--- src/rtl/stft_frame_ctrl_pkg.sv ---
// -----------------------------------------------------------------------------
// stft_frame_ctrl_pkg
//   Shared geometry of the STFT sample bank. The bank, this controller and the
//   FFT/window stage all import these values so they agree on slot count,
//   frame length and hop.
//   Contents:
//     STFT_DEPTH      register slots in the circular bank
//     STFT_FRAME_LEN  samples per STFT frame
//     STFT_HOP        samples retired per frame handoff
//     STFT_AW         slot index width (clog2 of STFT_DEPTH)
//     STFT_FCW        frame counter width
//   Legal geometry: 1 <= HOP <= FRAME_LEN <= DEPTH <= 2**AW.
// -----------------------------------------------------------------------------
package stft_frame_ctrl_pkg;

   localparam int unsigned STFT_DEPTH     = 16;
   localparam int unsigned STFT_FRAME_LEN = 8;
   localparam int unsigned STFT_HOP       = 4;
   localparam int unsigned STFT_AW        = 4;
   localparam int unsigned STFT_FCW       = 16;

endpackage

--- src/rtl/stft_frame_ctrl_ptr_wrap_add.sv ---
// -----------------------------------------------------------------------------
// ptr_wrap_add
//   Combinational (ptr + inc) mod DEPTH for circular slot pointers. DEPTH need
//   not be a power of two, so the wrap is an explicit compare-and-subtract.
//   Valid for ptr < DEPTH and inc <= DEPTH (one subtraction is then enough).
//   Ports:
//     i_ptr  [AW-1:0]  current slot index
//     i_inc  [AW:0]    increment, 0..DEPTH
//     o_sum  [AW-1:0]  wrapped result
// -----------------------------------------------------------------------------
module ptr_wrap_add #(
   parameter int unsigned AW    = 4,
   parameter int unsigned DEPTH = 16
) (
   input  logic [AW-1:0] i_ptr,
   input  logic [AW:0]   i_inc,
   output logic [AW-1:0] o_sum
);

   localparam logic [AW+1:0] LP_DEPTH = (AW+2)'(DEPTH);

   logic [AW+1:0] w_raw;

   assign w_raw = {2'b00, i_ptr} + {1'b0, i_inc};
   assign o_sum = (w_raw >= LP_DEPTH) ? AW'(w_raw - LP_DEPTH) : AW'(w_raw);

endmodule

--- src/rtl/stft_frame_ctrl.sv ---
// -----------------------------------------------------------------------------
// stft_frame_ctrl
//   Sequencer for the circular sample register bank in front of the STFT FFT.
//   Each accepted sample gets a one-hot load enable into the next slot; once
//   FRAME_LEN samples are held a frame is offered (base index of its oldest
//   sample) over valid/ready, and each handoff retires HOP samples so that
//   successive frames overlap.
//   Ports:
//     iCLK, iRSTn        clock (rising) / asynchronous active-low reset
//     iRUN               1 = accept samples, 0 = hold (a valid frame is still offered)
//     iCLR               synchronous clear, wins over accept and take
//     iVALID / oREADY    sample handshake (oREADY combinational)
//     oEN [DEPTH]        one-hot slot load enable, zero when nothing is accepted
//     oFRAME_VALID       frame available (count >= FRAME_LEN)
//     iFRAME_READY       downstream takes the frame this cycle
//     oFRAME_BASE [AW]   slot of the oldest sample in the frame
//     oCOUNT [AW+1]      samples held, 0..DEPTH
//     oFRAME_CNT [FCW]   frames handed off, wraps
//     oOVERFLOW          sticky: a sample arrived while the bank was full
// -----------------------------------------------------------------------------
module stft_frame_ctrl
   import stft_frame_ctrl_pkg::*;
#(
   parameter int unsigned DEPTH     = STFT_DEPTH,
   parameter int unsigned FRAME_LEN = STFT_FRAME_LEN,
   parameter int unsigned HOP       = STFT_HOP,
   parameter int unsigned AW        = STFT_AW,
   parameter int unsigned FCW       = STFT_FCW
) (
   input  logic             iCLK,
   input  logic             iRSTn,
   input  logic             iRUN,
   input  logic             iCLR,
   input  logic             iVALID,
   output logic             oREADY,
   output logic [DEPTH-1:0] oEN,
   output logic             oFRAME_VALID,
   input  logic             iFRAME_READY,
   output logic [AW-1:0]    oFRAME_BASE,
   output logic [AW:0]      oCOUNT,
   output logic [FCW-1:0]   oFRAME_CNT,
   output logic             oOVERFLOW
);

   localparam logic [AW:0] LP_DEPTH = (AW+1)'(DEPTH);
   localparam logic [AW:0] LP_FLEN  = (AW+1)'(FRAME_LEN);
   localparam logic [AW:0] LP_HOP   = (AW+1)'(HOP);
   localparam logic [AW:0] LP_ONE   = (AW+1)'(1);

   logic [AW-1:0]  r_wptr;
   logic [AW-1:0]  r_base;
   logic [AW:0]    r_count;
   logic [FCW-1:0] r_fcnt;
   logic           r_ovf;

   logic           w_full;
   logic           w_ready;
   logic           w_accept;
   logic           w_fvalid;
   logic           w_take;
   logic           w_drop;
   logic [AW-1:0]  w_wptr_nxt;
   logic [AW-1:0]  w_base_nxt;
   logic [AW:0]    w_count_nxt;

   assign w_full   = (r_count == LP_DEPTH);
   assign w_ready  = iRUN & ~iCLR & ~w_full;
   assign w_accept = iVALID & w_ready;
   assign w_fvalid = (r_count >= LP_FLEN);
   // Take is independent of iRUN: a frame already offered can drain while paused.
   assign w_take   = w_fvalid & iFRAME_READY & ~iCLR;
   assign w_drop   = iVALID & iRUN & ~iCLR & w_full;

   // Take only fires with count >= FRAME_LEN >= HOP, so this never underflows.
   // The sample accepted this cycle is added on top; it is not part of the
   // frame being retired.
   assign w_count_nxt = r_count + (w_accept ? LP_ONE : '0) - (w_take ? LP_HOP : '0);

   ptr_wrap_add #(.AW(AW), .DEPTH(DEPTH)) u_wptr_add (
      .i_ptr (r_wptr),
      .i_inc (LP_ONE),
      .o_sum (w_wptr_nxt)
   );

   ptr_wrap_add #(.AW(AW), .DEPTH(DEPTH)) u_base_add (
      .i_ptr (r_base),
      .i_inc (LP_HOP),
      .o_sum (w_base_nxt)
   );

   always_ff @(posedge iCLK or negedge iRSTn) begin
      if (!iRSTn) begin
         r_wptr  <= '0;
         r_base  <= '0;
         r_count <= '0;
         r_fcnt  <= '0;
         r_ovf   <= 1'b0;
      end else if (iCLR) begin
         r_wptr  <= '0;
         r_base  <= '0;
         r_count <= '0;
         r_fcnt  <= '0;
         r_ovf   <= 1'b0;
      end else begin
         if (w_accept) r_wptr <= w_wptr_nxt;
         if (w_take) begin
            r_base <= w_base_nxt;
            r_fcnt <= r_fcnt + 1'b1;
         end
         r_count <= w_count_nxt;
         if (w_drop) r_ovf <= 1'b1;
      end
   end

   // Zero-latency enable: the bank slot captures on the same edge as the accept.
   always_comb begin
      oEN = '0;
      if (w_accept) oEN[r_wptr] = 1'b1;
   end

   assign oREADY       = w_ready;
   assign oFRAME_VALID = w_fvalid;
   assign oFRAME_BASE  = r_base;
   assign oCOUNT       = r_count;
   assign oFRAME_CNT   = r_fcnt;
   assign oOVERFLOW    = r_ovf;

endmodule

--- config.mk ---
export PLATFORM = sky130hd
export DESIGN_NAME = stft_frame_ctrl
export DESIGN_NICKNAME = d
export VERILOG_FILES = /design/src/rtl/stft_frame_ctrl_pkg.sv /design/src/rtl/stft_frame_ctrl_ptr_wrap_add.sv /design/src/rtl/stft_frame_ctrl.sv
export SDC_FILE = /design/constraint.sdc
export NUM_CORES = 1
export LEC_CHECK = 0
export BUFFER_PORTS_ARGS = -buffer_cell sky130_fd_sc_hd__buf_4
export CORE_MARGIN = 1.5
export CORE_UTILIZATION = 35
export DETAILED_ROUTE_END_ITERATION = 10
export PLACE_DENSITY = 0.57
export SETUP_SLACK_MARGIN = 0.2
export SLEW_MARGIN = 10
export SYNTH_ARGS = -nofsm -noshare
export SYNTH_HDL_FRONTEND = slang
export SYNTH_SLANG_ARGS = --single-unit
--- constraint.sdc ---
create_clock -name iCLK -period 1.98 [get_ports iCLK]
set_input_delay 0.396 -clock iCLK [delete_from_list [all_inputs] [get_ports iCLK]]
set_output_delay 0.396 -clock iCLK [all_outputs]
set_load 0.02 [all_outputs]
==> Word level (Yosys, flattened, before mapping) <==
Cells that the tools add are included.
{ "word_totals": {"reg_bits": 30, "inputBits": 6, "out_inout_bits": 44, "elab_cells": 48} }
{ "classes": {"addsub": 7, "magnitude_cmp": 5, "n_eq_ne": 1, "n_mux": 16, "n_bitwise": 10, "reduce_logical": 4} }
{ "ops": {"columns": ["cell", "count"], "rows": [
  ["2-to-1 mux 16 bit", 3],
  ["2-to-1 mux 4 bit", 6],
  ["adder 16 x 1 -> 16 bit, second input constant", 1],
  [">= comparator 5 bit, second input constant", 2],
  ["bitwise AND 1 bit", 8],
  ["subtractor 4 x 1 -> 4 bit, second input constant", 2],
  ["nonzero test 2 bit", 3],
  ["adder 4 x 1 -> 5 bit, second input constant", 1],
  ["adder 4 x 3 -> 5 bit, second input constant", 1],
  ["adder 5 x 1 -> 5 bit", 1],
  ["equality test 5 bit, second input constant", 1],
  [">= comparator 5 x 4 -> 1 bit, second input constant", 1],
  ["less-than comparator 4 x 5 -> 1 bit, second input constant", 1],
  ["2-to-1 mux 5 bit", 1],
  ["subtractor 5 x 3 -> 5 bit", 1],
  ["demux 1 bit (select 4 bit)", 1],
  [">= comparator 4 x 1 -> 1 bit, second input constant", 1],
  ["2-to-1 mux 1 bit", 4],
  ["2-to-1 mux 3 bit", 1],
  ["NOT 1 bit", 2],
  ["logical AND 1 bit", 1]
]} }

==> Depth between registers and ports, before layout <==
{ "depth": {"word_depth": 8, "ltp_mapped": 11, "mapped_depth_nobuf": 10} }

==> Modules after synthesis <==
From an unflattened synthesis, not the netlist that was laid out.
{ "hier_totals": {"hier_cells": 205, "hier_area_um2": 1999.4} }
{ "by_module_without_submodules": {"columns": ["mod", "n_inst", "cells_per_inst", "area_each_um2", "seq_area_each_um2"], "rows": [
  ["stft_frame_ctrl", 1, 187, 1799.2, 750.7],
  ["ptr_wrap_add", 2, 9, 100.1, 0.0]
]} }

==> Least setup slack after synthesis <==
No wires, ideal clock.
{ "synth_timing": {"path_type": "flip-flop to flip-flop", "from": "register r_count[3], in the netlist oCOUNT[3]", "to": "register r_count[4], in the netlist oCOUNT[4]", "setup_time_ns": 0.132, "arrival_time_ns": 2.198, "required_time_ns": 1.848, "setup_slack_ns": -0.350, "path_stages_with_launch": 12, "n_path_buf": 1, "period_less_slack_ns": 2.330, "path_cell_list": "dfrtp_1 > inv_1 > ha_1 > nor2b_1 > clkbuf_1 > nand2b_1 > ha_1 > ha_1 > o21bai_1 > a21oi_1 > xnor2_1 > nor2_1"} }
{ "synth_via": {"elab_chain_cells": 8, "word_cells_on_any_way": 12, "classes_between": "add/sub: 2; order compare: 1; eq/ne: 1; mux: 3; bitwise: 5"} }
{ "synth_rtl": {"columns": ["element", "line", "text"], "rows": [
  ["start, declared", "stft_frame_ctrl.sv:52", "logic [AW:0] r_count;"],
  ["start signal, assigned", "stft_frame_ctrl.sv:110", "r_count <= w_count_nxt;"],
  ["equality test 5 bit", "stft_frame_ctrl.sv:66", "assign w_full = (r_count == LP_DEPTH);"],
  ["NOT 1 bit", "stft_frame_ctrl.sv:67", "assign w_ready = iRUN & ~iCLR & ~w_full;"],
  ["bitwise AND 1 bit", "stft_frame_ctrl.sv:67", null],
  ["bitwise AND 1 bit", "stft_frame_ctrl.sv:68", "assign w_accept = iVALID & w_ready;"],
  ["2-to-1 mux 1 bit", "stft_frame_ctrl.sv:77", "assign w_count_nxt = r_count + (w_accept ? LP_ONE : '0) - (w_take ? LP_HOP : '0);"],
  ["adder 5 x 1 -> 5 bit", "stft_frame_ctrl.sv:77", null],
  ["subtractor 5 x 3 -> 5 bit *", "stft_frame_ctrl.sv:77", null],
  ["2-to-1 mux 5 bit *", "stft_frame_ctrl.sv:98", "end else if (iCLR) begin"]
]} }
Every way passes the cells marked *; elsewhere a longest branch is shown, timed or not.
A chain may end at the register's enable or synchronous reset.

==> Worst setup path in the final report <==
{ "layout_timing": {"from": "register r_count[2], in the netlist oCOUNT[2]", "to": "output port oEN[4]"} }
{ "layout_via": {"elab_chain_cells": 5} }
{ "layout_rtl": {"columns": ["element", "line", "text"], "rows": [
  ["equality test 5 bit", "stft_frame_ctrl.sv:66", null],
  ["NOT 1 bit", "stft_frame_ctrl.sv:67", null],
  ["bitwise AND 1 bit", "stft_frame_ctrl.sv:67", null],
  ["bitwise AND 1 bit", "stft_frame_ctrl.sv:68", null],
  ["2-to-1 mux 16 bit", "stft_frame_ctrl.sv:118", "if (w_accept) oEN[r_wptr] = 1'b1;"],
  ["end, declared", "stft_frame_ctrl.sv:36", "output logic [DEPTH-1:0] oEN,"]
]} }
Every way passes these cells.

==> run_results.csv <==
group,metric,value,unit
global_routing,grt_pass1_vias,1437,
global_routing,antenna_found_initial,0,
sta,finalHoldViolations,0,
placement,portBuffers,47,
setup_path,cp.depth,6,
job,drv_cap,0,
drt,viasPerCell,5.02,
drt,wl_per_cell,13.7,um
drt,drtPass1Iterations,4,
sta,post-route-worst-setup-slack,-0.116,ns
floorplanning,fp.dieW,72.7,um
setup_path,cp.required,1.58,ns
sta,setup_viol,17,
synthesis,ys_warn_count,0,
drt,drcViolationCount,0,
synthesis,synth_xor_xnor_area_share,9.80,%
placement,dp_hpwl,2870,um
synthesis,netlist_area,1700,um2
floorplanning,row_count,25,
setup_path,ff2ff_path_depth,11,
synthesis,synth_compound_area_share,4.94,%
cts,clk_latency,0.28,ns
setup_path,critPathCaptureType,"output pin",
setup_path,worst_path_most_repeated_cell,"buf_6",
power,p_leak,1.21,nW
synthesis,synth-simple-area-share,28.2,%
drt,drtAntennaViolNets,0,
floorplanning,ios,50,
min_path,hold_path.class,"in -> async",
sta,min_period_over_period,106,%
outcome,status,"complete, but fails checks",
setup_path,cp.arrival,1.70,ns
floorplanning,initial_core_util,36.2,%
setup_path,cp_slowest_cell,"dfrtp_2",
synthesis,synth.distinct_cells,39,
setup_path,startpoint_type,"flip-flop",
setup_path,cp_max_fo,15,
drt,wirelength,3980,um
cts,tritoncts,"done",
setup_path,crit_type,"reg -> out",
sta,rsz0062_at_grt,"yes",
final_layout,area_growth,49.1,%
sta,post-route-min-period,2.10,ns
cts,cts_max_level,1,
power,p_per_area,700,nW/um2
cts,cts-root-buf,"clkbuf_8",
global_routing,grt_max_degree,29,
cts,clockBufferDepth,2,
final_layout,nets,256,
synthesis,muxShareOfSynthArea,1.25,%
setup_path,critPathMaxStageDelay,0.42,ns
power,peakVddDrop,0.000468,V
synthesis,synth_top_family_by_area,"simple AND/OR/NAND/NOR gates",
final_layout,nFillCells,446,
cts,clk_pin_slew,0.10,ns
final_layout,final_layout_size_suffix_gt1_share,44.5,%
global_routing,grt-ovfl-total,0,
synthesis,synth_cells,177,
global_routing,grt_pass1_wl,6820,um
sta,fin_skew,0.00777,ns
global_routing,grt_use_total,16.5,%
sta,max_freq,0.477,GHz
floorplanning,die_area,5280,um2
cts,ctsHoldBuffers,0,
synthesis,synth-seq-area-share,41.3,%
placement,place_inst,279,
cts,cts-buffers-inserted,3,
drt,via_count,1457,
final_layout,layoutNonFillerInstCount,290,
final_layout,fin_area,2530,um2
setup_path,crit_path_cell_trace,"nor4_2 > a211o_1 > inv_2 > buf_6 > and3_1 > buf_6",
setup_path,crit_buf_inv,3,
sta,slew_violations,0,
cts,cts_sinks,28,
setup_path,critPathTopFamily,"simple AND/OR/NAND/NOR gates",
drt,drt-initial-drc-count,46,
synthesis,synth-adder-area-share,9.58,%
power,total_power,0.00177,W
placement,placed_cell_area,2220,um2
synthesis,avgSynthCellArea,9.59,um2
outcome,violations,"negative setup slack",
floorplanning,die_h,72.7,um
floorplanning,core_area,4690,um2
final_layout,n_antenna_cell,0,
placement,gp_congestion,0.701,
synthesis,synth-seq-cells,28,
-- state kept, by name, summed over array words and instances (netlist names) --
signal	cells
oCOUNT	5
oOVERFLOW	1
oFRAME_CNT	16
r_wptr	4
oFRAME_BASE	2
-- final cells by class --
class                      instances  area, um2  share of cell area, %
multi-input combinational        133       1100                   43.6
sequential                        28        706                   27.9
tap                               54       67.6                   2.67
clock buffer                       3       41.3                   1.63
inverter                           9       38.8                   1.53
timing repair buffer              62        544                   21.5
clock inverter                     1       30.0                   1.19
-- per-stage QoR --
stage	worst slack [ns]	util [%]	hold WS [ns]	TNS, ns
floorplan	-0.0106	-	0.100	-0.0145
global placement	0.0139	47.2	0.344	0
detailed placement	-0.0131	47.2	0.337	-0.0259
CTS	-0.118	53.6	0.0173	-1.71
global route	-0.210	53.9	0.0254	-3.23
finish	-0.116	53.9	0.0127	-1.69
-- cell families (layout without fill, tap and decap cells) --
| family | Yosys count | in the layout |
|---|---|---|
| DFF | 28 | 28 |
| adders and majority gates | 13 | 13 |
| other | 1 | 2 |
| and+or+nand+nor | 84 | 84 |
| buffers and inverters | 17 | 75 |
| muxes | 2 | 2 |
| xor gates and xnor gates | 19 | 19 |
| AOI/OAI and AO/OA | 13 | 13 |
-- path summary, 6_finish.rpt --
kind,slack [ns],from,endpoint
worst max-delay path,-0.12,oCOUNT[2],oEN[4]
worst min-delay path,0.01,iRSTn,oFRAME_CNT[14]
worst max register to register,0.04,oCOUNT[3],oCOUNT[4]
worst min register to register,0.52,oOVERFLOW,oOVERFLOW
max in group asynchronous,1.67,iRSTn,oCOUNT[2]
min in group iCLK,0.34,iCLR,r_wptr[3]
-- timing repair --
action,in CTS,in global routing
gates resized for setup,40,3
setup buffers,6,1
endpoints found under the setup margin,19,20
pin swaps,9,7
-- synth_stat cells (all sizes together) --
master  instances  share of area (%)
dfrtp          28                 41
nor2           25                5.5
and3           15                5.5
ha             13                9.6
xor2           10                5.2
inv             9                2.0
nand2           9                2.0
xnor2           9                4.6
nand4           7                3.5
nor2b           6                2.2
a21oi           4                1.2
buf             4                1.8
clkbuf          4               0.88
nor4            4                1.5
nor3            3               0.88
o21ai           3                1.1
and2            2               0.74
and4            2                1.3
and4b           2                1.2
nand3           2               0.59
o31ai           2               0.88
or3             2               0.81
a211o           1               0.52
a211oi          1               0.44
a31oi           1               0.37
conb            1               0.22
mux2            1               0.66
mux2i           1               0.59
nand2b          1               0.37
nand3b          1               0.66
nor3b           1               0.44
o21bai          1               0.44
or4             1               0.44
or4b            1               0.59
-- power breakdown --
part	internal (W)	switching [W]
Clock	0.000271	0.000183
Sequential	0.000618	0.0000472
Combinational	0.000325	0.000326
Total	0.00121	0.000557
-- cell usage in the layout (no fill, tap or decap), types with 6 or more instances in the layout --
cell and instances:
and3_1 9, and3_4 6, buf_4 41, buf_6 21
dfrtp_1 24, ha_1 6, ha_4 6, nand2_1 9
nand4_1 6, nor2_1 24, xnor2_1 8, xor2_1 10
-- per-layer routing --
| metal | routed length [um] | share of wire (%) | up-vias | global-route usage, % |
|---|---|---|---|---|
| li1 | - | - | 722 | - |
| met1 | 1860 | 47 | 703 | 22.1 |
| met2 | 1910 | 48 | 27 | 26.3 |
| met3 | 163 | 4.1 | 5 | 4.42 |
| met4 | 45 | 1.1 | 0 | 4.61 |
| met5 | 0 | 0 | - | 0 |
Power figures use the tool's default switching activity.
